[config.mk]
export PLATFORM = sky130hd
export DESIGN_NAME = apb_rtc_multi_alarm
export DESIGN_NICKNAME = d
export VERILOG_FILES = /design/src/rtl/apb_rtc_multi_alarm.sv
export SDC_FILE = /design/constraint.sdc
export NUM_CORES = 1
export LEC_CHECK = 0
export ABC_CLOCK_PERIOD_IN_PS = 5500
export CAP_MARGIN = 5
export CORE_MARGIN = 2
export CORE_UTILIZATION = 36
export DETAILED_ROUTE_END_ITERATION = 7
export PLACE_DENSITY = 0.59
export SETUP_SLACK_MARGIN = 0.3
export SYNTH_ARGS = -nofsm -noshare
export SYNTH_HDL_FRONTEND = slang
export SYNTH_SLANG_ARGS = --single-unit
[constraint.sdc]
create_clock -name pclk -period 5.5 [get_ports pclk]
set_input_delay 1.65 -clock pclk [delete_from_list [all_inputs] [get_ports pclk]]
set_output_delay 1.65 -clock pclk [all_outputs]
set_load 0.01 [all_outputs]
[src/rtl/apb_rtc_multi_alarm.sv]
// APB3 binary seconds counter: prescaled tick, NUM_ALARMS one-shot/periodic compare channels, one level irq.
// Define RTC_TRIM_EN to enable the periodic prescaler trim (TRIM register); otherwise TRIM reads 0.
module apb_rtc_multi_alarm #(
  parameter int CNT_W      = 32,
  parameter int DIV_W      = 16,
  parameter int NUM_ALARMS = 4,
  parameter int PRESC_RST  = 32767
) (
  input  logic        pclk,
  input  logic        prst_n,
  input  logic        psel,
  input  logic        penable,
  input  logic        pwrite,
  input  logic [11:0] paddr,
  input  logic [31:0] pwdata,
  output logic [31:0] prdata,
  output logic        pready,
  output logic        pslverr,
  output logic        tick_o,
  output logic        irq_o
);
  localparam int NA = NUM_ALARMS;

  logic                     r_en, r_gie, r_ovf, r_ovf_ie;
  logic [DIV_W-1:0]         r_presc, r_div, w_reload, w_load_val;
  logic [CNT_W-1:0]         r_count, w_cnt_inc;
  logic [NA-1:0]            r_pend, r_chen, r_ie;
  logic [NA-1:0]            w_match, w_disarm, w_cmp_sel, w_per_sel, w_pend_clr;
  logic [NA-1:0][CNT_W-1:0] r_cmp, r_per;
  logic                     w_wr, w_rd, w_load, w_tick, w_ovf_clr, w_mapped;
  logic                     w_s_ctrl, w_s_presc, w_s_count, w_s_status, w_s_chen, w_s_irqen, w_s_trim;
  logic [5:0]               w_idx;
  logic [31:0]              w_rdata, w_trim_rd;
  logic                     w_unused;

  assign w_wr       = psel & penable & pwrite;
  assign w_rd       = psel & penable & ~pwrite;
  assign w_idx      = paddr[7:2];
  assign w_s_ctrl   = (w_idx == 6'd0);
  assign w_s_presc  = (w_idx == 6'd1);
  assign w_s_count  = (w_idx == 6'd2);
  assign w_s_status = (w_idx == 6'd3);
  assign w_s_chen   = (w_idx == 6'd4);
  assign w_s_irqen  = (w_idx == 6'd5);
  assign w_s_trim   = (w_idx == 6'd6);
  assign w_mapped   = (w_idx <= 6'd6) | (|w_cmp_sel) | (|w_per_sel);
  assign pready     = 1'b1;
  assign pslverr    = psel & penable & ~w_mapped;
  assign w_unused   = &{1'b0, paddr[11:8], paddr[1:0], pwdata};

  // Any div reload from software suppresses the tick of that edge; a PRESC write reloads the new value.
  assign w_load     = w_wr & ((w_s_ctrl & pwdata[0] & ~r_en) | w_s_presc | w_s_count);
  assign w_load_val = (w_wr & w_s_presc) ? pwdata[DIV_W-1:0] : r_presc;
  assign w_tick     = r_en & (r_div == '0) & ~w_load;
  assign w_cnt_inc  = r_count + CNT_W'(1);
  assign w_pend_clr = {NA{w_wr & w_s_status}} & pwdata[NA-1:0];
  assign w_ovf_clr  = w_wr & w_s_status & pwdata[31];

  for (genvar i = 0; i < NA; i++) begin : g_ch
    assign w_cmp_sel[i] = (w_idx == 6'(16 + 2*i));
    assign w_per_sel[i] = (w_idx == 6'(17 + 2*i));
    assign w_match[i]   = w_tick & r_chen[i] & (w_cnt_inc == r_cmp[i]);
    assign w_disarm[i]  = w_match[i] & (r_per[i] == '0);
  end

`ifdef RTC_TRIM_EN
  localparam logic [31:0] DIV_MAX = 32'((64'd1 << DIV_W) - 64'd1);
  logic [7:0]         r_adj, r_tn, r_tcnt;
  logic signed [31:0] w_sum;

  assign w_sum     = $signed({{(32-DIV_W){1'b0}}, r_presc}) + $signed({{24{r_adj[7]}}, r_adj});
  assign w_trim_rd = {8'h00, r_tn, 8'h00, r_adj};

  always_comb begin
    w_reload = r_presc;
    if (r_tcnt == r_tn) begin
      if (w_sum < 0)                        w_reload = '0;
      else if ($unsigned(w_sum) > DIV_MAX) w_reload = DIV_MAX[DIV_W-1:0];
      else                                  w_reload = w_sum[DIV_W-1:0];
    end
  end

  always_ff @(posedge pclk or negedge prst_n) begin
    if (!prst_n) begin
      r_adj  <= '0;
      r_tn   <= '0;
      r_tcnt <= '0;
    end else if (w_wr & w_s_trim) begin
      r_adj  <= pwdata[7:0];
      r_tn   <= pwdata[23:16];
      r_tcnt <= '0;
    end else if (w_tick) begin
      r_tcnt <= (r_tcnt == r_tn) ? 8'd0 : r_tcnt + 8'd1;
    end
  end
`else
  assign w_reload  = r_presc;
  assign w_trim_rd = '0;
`endif

  always_comb begin
    w_rdata = '0;
    case (w_idx)
      6'd0: w_rdata[1:0] = {r_gie, r_en};
      6'd1: w_rdata[DIV_W-1:0] = r_presc;
      6'd2: w_rdata[CNT_W-1:0] = r_count;
      6'd3: begin w_rdata[NA-1:0] = r_pend; w_rdata[31] = r_ovf; end
      6'd4: w_rdata[NA-1:0] = r_chen;
      6'd5: begin w_rdata[NA-1:0] = r_ie; w_rdata[31] = r_ovf_ie; end
      6'd6: w_rdata = w_trim_rd;
      default: ;
    endcase
    for (int i = 0; i < NA; i++) begin
      if (w_cmp_sel[i]) w_rdata[CNT_W-1:0] = r_cmp[i];
      if (w_per_sel[i]) w_rdata[CNT_W-1:0] = r_per[i];
    end
  end
  assign prdata = w_rd ? w_rdata : '0;

  always_ff @(posedge pclk or negedge prst_n) begin
    if (!prst_n) begin
      r_en     <= 1'b0;
      r_gie    <= 1'b0;
      r_presc  <= DIV_W'(PRESC_RST);
      r_div    <= DIV_W'(PRESC_RST);
      r_count  <= '0;
      r_pend   <= '0;
      r_ovf    <= 1'b0;
      r_chen   <= '0;
      r_ie     <= '0;
      r_ovf_ie <= 1'b0;
      r_cmp    <= '0;
      r_per    <= '0;
      tick_o   <= 1'b0;
      irq_o    <= 1'b0;
    end else begin
      if (w_wr & w_s_ctrl) begin
        r_en  <= pwdata[0];
        r_gie <= pwdata[1];
      end
      if (w_wr & w_s_presc) r_presc <= pwdata[DIV_W-1:0];
      if (w_load)     r_div <= w_load_val;
      else if (r_en)  r_div <= (r_div == '0) ? w_reload : r_div - DIV_W'(1);
      tick_o <= w_tick;
      if (w_wr & w_s_count) r_count <= pwdata[CNT_W-1:0];
      else if (w_tick)      r_count <= w_cnt_inc;
      // Hardware set beats a same-cycle W1C.
      r_pend <= w_match | (r_pend & ~w_pend_clr);
      r_ovf  <= (w_tick & (&r_count)) | (r_ovf & ~w_ovf_clr);
      if (w_wr & w_s_chen) r_chen <= pwdata[NA-1:0];
      else                 r_chen <= r_chen & ~w_disarm;
      if (w_wr & w_s_irqen) begin
        r_ie     <= pwdata[NA-1:0];
        r_ovf_ie <= pwdata[31];
      end
      for (int i = 0; i < NA; i++) begin
        if (w_wr & w_cmp_sel[i]) r_cmp[i] <= pwdata[CNT_W-1:0];
        else if (w_match[i])     r_cmp[i] <= r_cmp[i] + r_per[i];
        if (w_wr & w_per_sel[i]) r_per[i] <= pwdata[CNT_W-1:0];
      end
      irq_o <= r_gie & ((|(r_pend & r_ie)) | (r_ovf & r_ovf_ie));
    end
  end
endmodule

### After elaboration in Yosys (flattened, before gate mapping)

Cells that the tools add are included.

| cells by class | value |
|---|---|
| $lt $le $gt $ge | 1 |
| bitwise operators | 58 |
| $add $sub $neg | 6 |
| multiplexer cells | 29 |
| equality and inequality tests | 17 |
| reduce and logical (&&, ||, !) cells | 16 |

Operator list:

| kind | count |
|---|---|
| two-way mux 32 bit | 19 |
| adder 32 bit | 4 |
| == test 32 bit | 4 |
| zero test 32 bit | 4 |
| two-way mux 16 bit | 4 |
| == test 6 x 5 -> 1 bit, second input constant | 8 |
| bitwise AND 1 bit | 40 |
| adder 32 x 1 -> 32 bit, second input constant | 1 |
| AND reduction 32 bit | 1 |
| case mux 12 bit (2 select lines) | 1 |
| bitwise AND 4 bit | 4 |
| zero test 16 bit | 1 |
| subtractor 16 x 1 -> 16 bit, second input constant | 1 |
| two-way mux 15 bit | 1 |
| == test 6 x 2 -> 1 bit, second input constant | 2 |
| == test 6 x 3 -> 1 bit, second input constant | 2 |
| case mux 2 bit (6 select lines) | 1 |
| nonzero test 2 bit | 6 |
| OR reduction 4 bit | 3 |
| case mux 2 bit (5 select lines) | 1 |
| inverter 4 bit | 2 |
| == test 6 x 1 -> 1 bit, second input constant | 1 |
| less-or-equal comparator 6 x 3 -> 1 bit, second input constant | 1 |
| zero test 6 bit | 1 |
| 5 further kinds | 14 |

| storage, ports and cells | value |
|---|---|
| word-level logic and storage cells | 147 |
| register bits after elaboration | 338 |

### Logic depth before layout (Yosys ltp)

Gate-level depths: netlist (run 1).

| depth | value |
|---|---|
| depth in word-level cells | 14 |
| depth in mapped cells | 16 |
| depth with buffers taken out | 16 |

### Worst setup path before layout (run 1)

Ideal clock, no wire load.

| timing path | value |
|---|---|
| path type | input to output |
| from | in paddr[5] |
| to | out prdata[2] |
| path slack | -18 ps |
| data arrival time | 3868 ps |
| data required time | 3850 ps |
| cell stages on the path | 11 |
| cell sequence | nor2_1 > nand2_1 > or2_2 > nor3_1 > clkbuf_1 > clkbuf_1 > clkbuf_1 > a222oi_1 > nand4_1 > o21ai_0 > a21oi_1 |

| on the way | value |
|---|---|
| word-level cells in the longest chain between the ends | 11 |

Ends and longest elaborated chain:

| element | RTL line | source |
|---|---|---|
| from (decl) | 14 | `input logic [11:0] paddr,` |
| == test 6 x 3 -> 1 bit (tied with other cells) | 103 | `case (w_idx)` |
| case mux 2 bit (5 select lines) | 103 |  |
| two-way mux 32 bit | 114 | `if (w_cmp_sel[i]) w_rdata[CNT_W-1:0] = r_cmp[i];` |
| two-way mux 32 bit | 115 | `if (w_per_sel[i]) w_rdata[CNT_W-1:0] = r_per[i];` |
| two-way mux 32 bit | 114 |  |
| two-way mux 32 bit | 115 |  |
| two-way mux 32 bit | 114 |  |
| two-way mux 32 bit | 115 |  |
| two-way mux 32 bit | 114 |  |
| two-way mux 32 bit * | 115 |  |
| two-way mux 32 bit * | 118 | `assign prdata = w_rd ? w_rdata : '0;` |
| to (decl) | 16 | `output logic [31:0] prdata,` |

Mark *: on every way between the ends. The rest lies on a longest branch, timed or not.

### Worst setup path in the final report (run 1)

| timing path | value |
|---|---|
| from | in paddr[5] |
| to | out prdata[14] |

| on the way | value |
|---|---|
| word-level cells in the longest chain between the ends | 11 |

Ends and longest elaborated chain:

| element | RTL line |
|---|---|
| == test 6 x 2 -> 1 bit or == test 6 x 1 -> 1 bit (tied branches) | 103 |
| case mux 12 bit (2 select lines) | 103 |
| two-way mux 32 bit | 114 |
| two-way mux 32 bit | 115 |
| two-way mux 32 bit | 114 |
| two-way mux 32 bit | 115 |
| two-way mux 32 bit | 114 |
| two-way mux 32 bit | 115 |
| two-way mux 32 bit | 114 |
| two-way mux 32 bit * | 115 |
| two-way mux 32 bit * | 118 |

Marks and branches as above.

==> results.sh, run 1 <==
export IMPL_die_h_um=273
export IMPL_synth_edf_count=0
export IMPL_crit_chain="buf_6 > nor2_4 > nand2_2 > or2_4 > nor3_4 > buf_6 > buf_6 > buf_6 > a222oi_1 > a21oi_1 > a21oi_1 > a21oi_2 > a21oi_2 > o2bb2ai_2 > a221oi_4 > buf_2"
export IMPL_vias_per_cell=5.95
export IMPL_whs_endpoint="r_ie[0]"
export IMPL_num_rows=98
export IMPL_crit_slowest_cell="a221oi_4"
export IMPL_crit_path_frequent_cell="buf_6"
export IMPL_regToRegSetupSlack_ps=770
export IMPL_vias=25100
export IMPL_arrival_ps=3990
export IMPL_sequentialPowerShare_pct=40.8
export IMPL_crit_type="in2out"
export IMPL_setup_viol=11
export IMPL_clock_skew_ps=30.1
export IMPL_final_hold_violation_count=0
export IMPL_totalWireLength_um=103000
export IMPL_cpPeakStageDelay_ps=290
export IMPL_seq_area_frac_synth_pct=32.6
export IMPL_p_leak_nw=14.0
export IMPL_finalCritPeriodShare_pct=103
export IMPL_relSlewSlack_pct=23.7
export IMPL_p_sw_mw=2.39
export IMPL_holdCritPathClass="reg2reg"
export IMPL_hold_depth=2
export IMPL_first_pass_iters=8
export IMPL_synthCells=3120
export IMPL_cts_tree="yes"
export IMPL_async_reset_ff_share_pct=100
export IMPL_insertion_delay_ps=590
export IMPL_drtIter0Drc=3048
export IMPL_ff2ff_path_depth=13
export IMPL_maxSlewViolCount=0
export IMPL_total_power_mw=7.48
export IMPL_syn_to_final_growth_pct=19.0
export IMPL_grt_antenna_before_repair=1
export IMPL_grt_max_degree=97
export IMPL_wl_per_cell_um=24.5
export IMPL_ant_nets=0
export IMPL_num_fill_cells=7217
export IMPL_synth_area_top_cells="dfrtp_1 30%, a21oi_1 6.6%, mux2_2 6.6%"
export IMPL_avgSynthCellArea_um2=8.35
export IMPL_critPathRequiredTime_ps=3850
export IMPL_regArea_um2=8500
export IMPL_drive_above_1_share_pct=18.1
export IMPL_ys_ff_latch=338
export IMPL_ios=85
export IMPL_pwr_share_comb_pct=20.0
export IMPL_port_buffers=77
export IMPL_internal_power_mw=5.09
export IMPL_synth_nets=3300
export IMPL_switching_share_pct=32.0
export IMPL_hold_worst_slack_ps=537
export IMPL_mappedNetlistArea_um2=26000
export IMPL_powerDensity_nw_per_um2=241
export IMPL_initial_core_util_pct=36.4
export IMPL_finalNetCount=3413
export IMPL_fp_dieArea_um2=74500
export IMPL_postLayoutSetupSlackWorst_ps=-140
export IMPL_timing_rr_end="r_cmp[1]"
export IMPL_clkTransAtPathRegs_ps=60
export IMPL_fp_coreArea_um2=71600
export IMPL_synth_top_area_share_pct=29.6
export IMPL_layout_min_cycle_time_ps=5640
export IMPL_synth_cell_types=76
export IMPL_routabilityCongestion=0.980
export IMPL_htree_levels=2
export IMPL_die_w_um=273
export IMPL_multiInputGateArea_um2=17100
export IMPL_yosysWarnings=0
export IMPL_grt_pass1_vias=24000
export IMPL_post_dp_cell_area_um2=28600
export IMPL_synth_area_leader_cell="dfrtp_1"
export IMPL_grt_pass1_wl_um=156000
export IMPL_remaining_drc_errors=1
export IMPL_worst_r2r_startpoint="r_count[0]"
export IMPL_overflow=0
export IMPL_clock_tree_buffer_depth=3
export IMPL_hpwl_um=77600
export IMPL_clock_sinks=338
export IMPL_cts_inserted_buffers=42
export IMPL_timing_fmax_ghz=0.177
export IMPL_worstHoldStart="r_ie[0]"
export IMPL_rsz0062_at_grt="true"
export IMPL_finalInstanceArea_um2=31000
export IMPL_crit_fanout=2
export IMPL_setup_worst_path_start_class="input port"
export IMPL_status="finished with violations"
export IMPL_clkPwrFrac_pct=39.3
export IMPL_max_cap_violations=0
export IMPL_grt_use_total_pct=27.5
export IMPL_violations="design-rule violations, negative setup slack"
export IMPL_ys_flop_type="dfrtp_1"
export IMPL_cts_root_buf="clkbuf_16"
export IMPL_worst_pin_slew_ps=1140
export IMPL_crit_path_end_kind="output pin"
export IMPL_ir_drop_v=0.000250
worst max path at each step:
stage	start	end	slack (ps)	cells past startpoint
4_1_cts	paddr[7]	prdata[14]	-160	16
5_1_grt	paddr[5]	prdata[4]	-220	17
3_5_place_dp	paddr[5]	prdata[10]	-920	13
2_1_floorplan	paddr[5]	prdata[10]	300	12
6_report	paddr[5]	prdata[14]	-140	16
3_3_place_gp	paddr[5]	prdata[14]	-890	14
registers in the layout (all words and copies together) (netlist names):
name,flops
r_chen,4
r_ovf,1
r_ie,4
irq_o,1
r_div,16
r_cmp,128
r_gie,1
r_presc,16
r_ovf_ie,1
tick_o,1
r_per,128
r_en,1
r_count,32
r_pend,4
power groups by stage:
stage          logic [mW]  clock network, mW  registers (mW)
3_3_place_gp         1.41                  0            3.07
5_1_grt              1.66               3.08            3.07
3_5_place_dp         1.43                  0            3.08
2_1_floorplan        1.04                  0            2.91
4_1_cts              1.46               2.99            3.04
6_report             1.49               2.94            3.05
synth_stat cells (20+ instances only):
| cell | n |
|---|---|
| nor4_1 | 44 |
| xor2_1 | 114 |
| nor2_1 | 294 |
| nand4_1 | 36 |
| nor2b_1 | 26 |
| nor3_1 | 74 |
| dfstp_2 | 30 |
| o21ai_0 | 265 |
| dfrtp_1 | 308 |
| mux2i_1 | 46 |
| a21o_1 | 61 |
| mux2_2 | 152 |
| a211oi_1 | 21 |
| and3_1 | 26 |
| a31oi_1 | 49 |
| xnor2_1 | 148 |
| clkbuf_1 | 153 |
| nand2_1 | 275 |
| nand3_1 | 76 |
| a221o_1 | 20 |
| ha_1 | 127 |
| a21oi_1 | 346 |
| inv_1 | 76 |
stage by stage:
step                      setup WS, ps  setup TNS, ps  cells  util, %
final                             -140           -695   4215     43.3
after global routing              -222          -1840   4214     43.3
after CTS                         -157           -818   4205     42.7
after detailed placement          -917         -20120   4103     40.0
after global placement            -895         -19570   4103     40.0
after floorplan                    300              0   3120        -
cell type report:
class / instances / share of cell area, %
multi-input combinational: 2506 / 55.2
sequential: 338 / 27.4
timing repair buffer: 267 / 8.00
clock buffer: 63 / 4.00
tap: 950 / 3.84
inverter: 78 / 0.945
clock inverter: 12 / 0.597
antenna: 1 / 0.00807
routing by layer:
| metal | track usage (%) | vias up | share of wire, % |
|---|---|---|---|
| met3 | 6.27 | 251 | 8.5 |
| met5 | 0 | - | 0.013 |
| met1 | 37.0 | 12200 | 43 |
| li1 | - | 11600 | - |
| met2 | 42.4 | 1065 | 44 |
| met4 | 11.4 | 2 | 4.6 |
cell families after synthesis:
kind of cell / after synthesis / synth area share (%)
simple gates: 948 / 17.0
flops: 338 / 32.6
buf+inv: 276 / 4.26
other cells: 1 / 0.0144
xor+xnor: 262 / 8.81
compound gates: 966 / 22.6
mux: 198 / 8.34
fa+ha+maj: 131 / 6.41
cells in the final DEF, fill, tap and decap left out, types with 19 or more instances in the layout:
master	Yosys	final
and3_1	26	24
dfrtp_1	308	308
nor2_1	294	278
buf_6	0	39
o21ai_0	265	228
a221o_1	20	20
buf_4	12	147
a21oi_1	346	328
dfstp_2	30	30
nand2_1	275	257
mux2_2	152	152
ha_1	127	127
xor2_1	114	114
nand4_1	36	36
nand2b_1	19	19
nor2b_1	26	26
o21ai_1	0	29
inv_1	76	76
nand3_1	76	74
clkdlybuf4s50_1	0	38
a31oi_1	49	39
a21o_1	61	61
mux2i_1	46	46
nor4_1	44	44
nor3_1	74	68
xnor2_1	148	148
or3_1	19	19
clkbuf_16	0	43
timing repair:
action,4_1_cts,5_1_grt
cloned,4,0
pin swaps,66,42
setup buffers,23,9
hold buffers,0,0
setup endpoints to repair,32,32
gates resized for setup,239,96
worst max-delay path: cells and delay by family:
family,cells,cell delay [ps]
AO/OA/AOI/OAI,7,1060
buffers and inverters,5,640
AND/OR/NAND/NOR,4,620
(Power assumes the default switching activity.)
==> inputs of run 2 (changes only) <==
--- a/config.mk
+++ b/config.mk
@@ -10,8 +10,8 @@
 export CORE_MARGIN = 2
 export CORE_UTILIZATION = 36
 export DETAILED_ROUTE_END_ITERATION = 7
+export GPL_ROUTABILITY_DRIVEN = 0
 export PLACE_DENSITY = 0.59
-export SETUP_SLACK_MARGIN = 0.3
 export SYNTH_ARGS = -nofsm -noshare
 export SYNTH_HDL_FRONTEND = slang
 export SYNTH_SLANG_ARGS = --single-unit
==> run 2 against run 1 <==
Net effect: the flow finishes with violations (negative setup slack); sequential power about the same; global-route usage decreased by 1.2 points; power decreased by 0.84%; register-to-register slack worse by 220 ps; clock skew decreased by 11 ps; maximum frequency increased by 1.0%; first-iteration DRC count shrank 8.2%; hold slack lost 11 ps; die area stayed put; critical path depth stayed put; critical path type unchanged; critical endpoint is now prdata[9]; largest power group unchanged; highest routed layer unchanged.
==> results.sh, run 2 (synthesized netlist as in run 1, its figures left out) <==
export IMPL_crit_fanout=4
export IMPL_setup_viol=10
export IMPL_regToRegSetupSlack_ps=550
export IMPL_ios=85
export IMPL_arrival_ps=3930
export IMPL_hpwl_um=75400
export IMPL_final_common_cell="a21oi_1"
export IMPL_wl_per_cell_um=23.9
export IMPL_setup_worst_path_start_class="input port"
export IMPL_holdCritPathClass="reg2reg"
export IMPL_final_hold_violation_count=0
export IMPL_relSlewSlack_pct=27.9
export IMPL_violations="negative setup slack"
export IMPL_post_dp_cell_area_um2=28500
export IMPL_htree_levels=2
export IMPL_grt_pass1_wl_um=150000
export IMPL_grt_max_degree=98
export IMPL_crit_chain="buf_6 > nor2_4 > nand2_2 > or2_4 > nor3_4 > buf_6 > buf_6 > a222oi_1 > a21oi_1 > a21oi_1 > a21oi_1 > buf_4 > a21oi_4 > o2bb2ai_1 > a221oi_2 > buf_2"
export IMPL_top_regs="r_cmp (128), r_per (128), r_count (32)"
export IMPL_clock_tree_buffer_depth=3
export IMPL_cpPeakStageDelay_ps=300
export IMPL_fp_dieArea_um2=74500
export IMPL_clkTransAtPathRegs_ps=50
export IMPL_clock_sinks=338
export IMPL_overflow=0
export IMPL_drive_above_1_share_pct=15.7
export IMPL_num_rows=98
export IMPL_clock_skew_ps=19.6
export IMPL_vias_per_cell=5.95
export IMPL_drtIter0Drc=2799
export IMPL_finalInstanceArea_um2=30200
export IMPL_finalNetCount=3378
export IMPL_fp_coreArea_um2=71600
export IMPL_die_h_um=273
export IMPL_cts_hold_buf=0
export IMPL_cts_inserted_buffers=43
export IMPL_ant_nets=0
export IMPL_totalWireLength_um=99800
export IMPL_p_leak_nw=13.6
export IMPL_rsz0062_at_grt="true"
export IMPL_port_buffers=77
export IMPL_grt_use_total_pct=26.3
export IMPL_maxSlewViolCount=0
export IMPL_final_cell_mix="331 x a21oi_1, 308 x dfrtp_1, 283 x nor2_1"
export IMPL_die_w_um=273
export IMPL_critPathRequiredTime_ps=3850
export IMPL_powerDensity_nw_per_um2=246
export IMPL_postLayoutSetupSlackWorst_ps=-83.4
export IMPL_cts_tree="yes"
export IMPL_cts_root_buf="clkbuf_16"
export IMPL_crit_type="in2out"
export IMPL_hold_worst_slack_ps=526
export IMPL_timing_fmax_ghz=0.179
export IMPL_vias=24900
export IMPL_worst_pin_slew_ps=1080
export IMPL_grt_pass1_vias=22900
export IMPL_layout_min_cycle_time_ps=5580
export IMPL_max_cap_violations=0
export IMPL_remaining_drc_errors=0
export IMPL_first_pass_iters=7
export IMPL_syn_to_final_growth_pct=16.0
export IMPL_insertion_delay_ps=590
export IMPL_initial_core_util_pct=36.4
export IMPL_ir_drop_v=0.000189
export IMPL_crit_slowest_cell="a221oi_2"
export IMPL_finalCritPeriodShare_pct=102
export IMPL_crit_path_end_kind="output pin"
export IMPL_grt_antenna_before_repair=3
export IMPL_num_fill_cells=7193
export IMPL_diodes=0
export IMPL_status="finished with violations"
## run 2: metal layers
layer | part of all wire [%] | track usage, % | wire length (µm) | vias up
met1 | 43 | 36.0 | 43300 | 12100
met4 | 4.1 | 9.51 | 4050 | 4
li1 | - | - | - | 11500
met2 | 44 | 40.8 | 44000 | 1046
met3 | 8.4 | 5.78 | 8390 | 228
met5 | 0.023 | 0 | 23 | -
## run 2: where the power goes
part | internal, mW | total, mW | leakage [nW] | switching (mW)
clock network | 1.71 | 2.92 | 0.700 | 1.21
registers | 2.71 | 3.05 | 4.44 | 0.339
logic | 0.619 | 1.45 | 8.47 | 0.830
## run 2: final timing paths
kind,cells after the start,to,startpoint
worst max-delay path,16,prdata[9],paddr[5]
worst min-delay path,2,r_pend[3],r_pend[3]
worst max register to register,15,r_cmp[98],r_count[2]
worst min register to register,2,r_pend[3],r_pend[3]
max in group asynchronous,2,r_per[109],prst_n
min in group asynchronous,1,r_cmp[2],prst_n
## run 2: area by class of cell
| class | count | area [µm²] | area share, % |
|---|---|---|---|
| Multi-Input combinational cell | 2506 | 16800 | 55.5 |
| Sequential cell | 338 | 8500 | 28.1 |
| Timing Repair Buffer | 231 | 2050 | 6.79 |
| Clock buffer | 62 | 1240 | 4.10 |
| Tap cell | 950 | 1190 | 3.93 |
| Inverter | 78 | 293 | 0.969 |
| Clock inverter | 17 | 190 | 0.629 |
## run 2: critical path, delay by kind of cell
kind                   cells  cell delay [ps]
AOI/OAI and AO/OA          7              910
buffers and inverters      5              720
and+or+nand+nor            4              640
## run 2: through the flow
step | util (%) | setup slack [ps] | power, mW | setup TNS (ps) | instances
after floorplan | - | 44.3 | 3.95 | 0 | 3120
after global placement | 39.8 | -1100 | 4.47 | -23240 | 4095
after detailed placement | 39.8 | -1110 | 4.48 | -22780 | 4095
after CTS | 42.1 | -147 | 7.43 | -723 | 4179
after global routing | 42.2 | -176 | 7.75 | -1370 | 4182
final | 42.2 | -83.4 | 7.42 | -400 | 4182
## run 2: timing repair
item / CTS / global route
buffers inserted: 8 / 3
hold endpoints to repair: 0 / 0
pin swaps: 52 / 28
cloned: 1 / 0
resized for setup: 138 / 37
setup endpoints to repair: 32 / 27
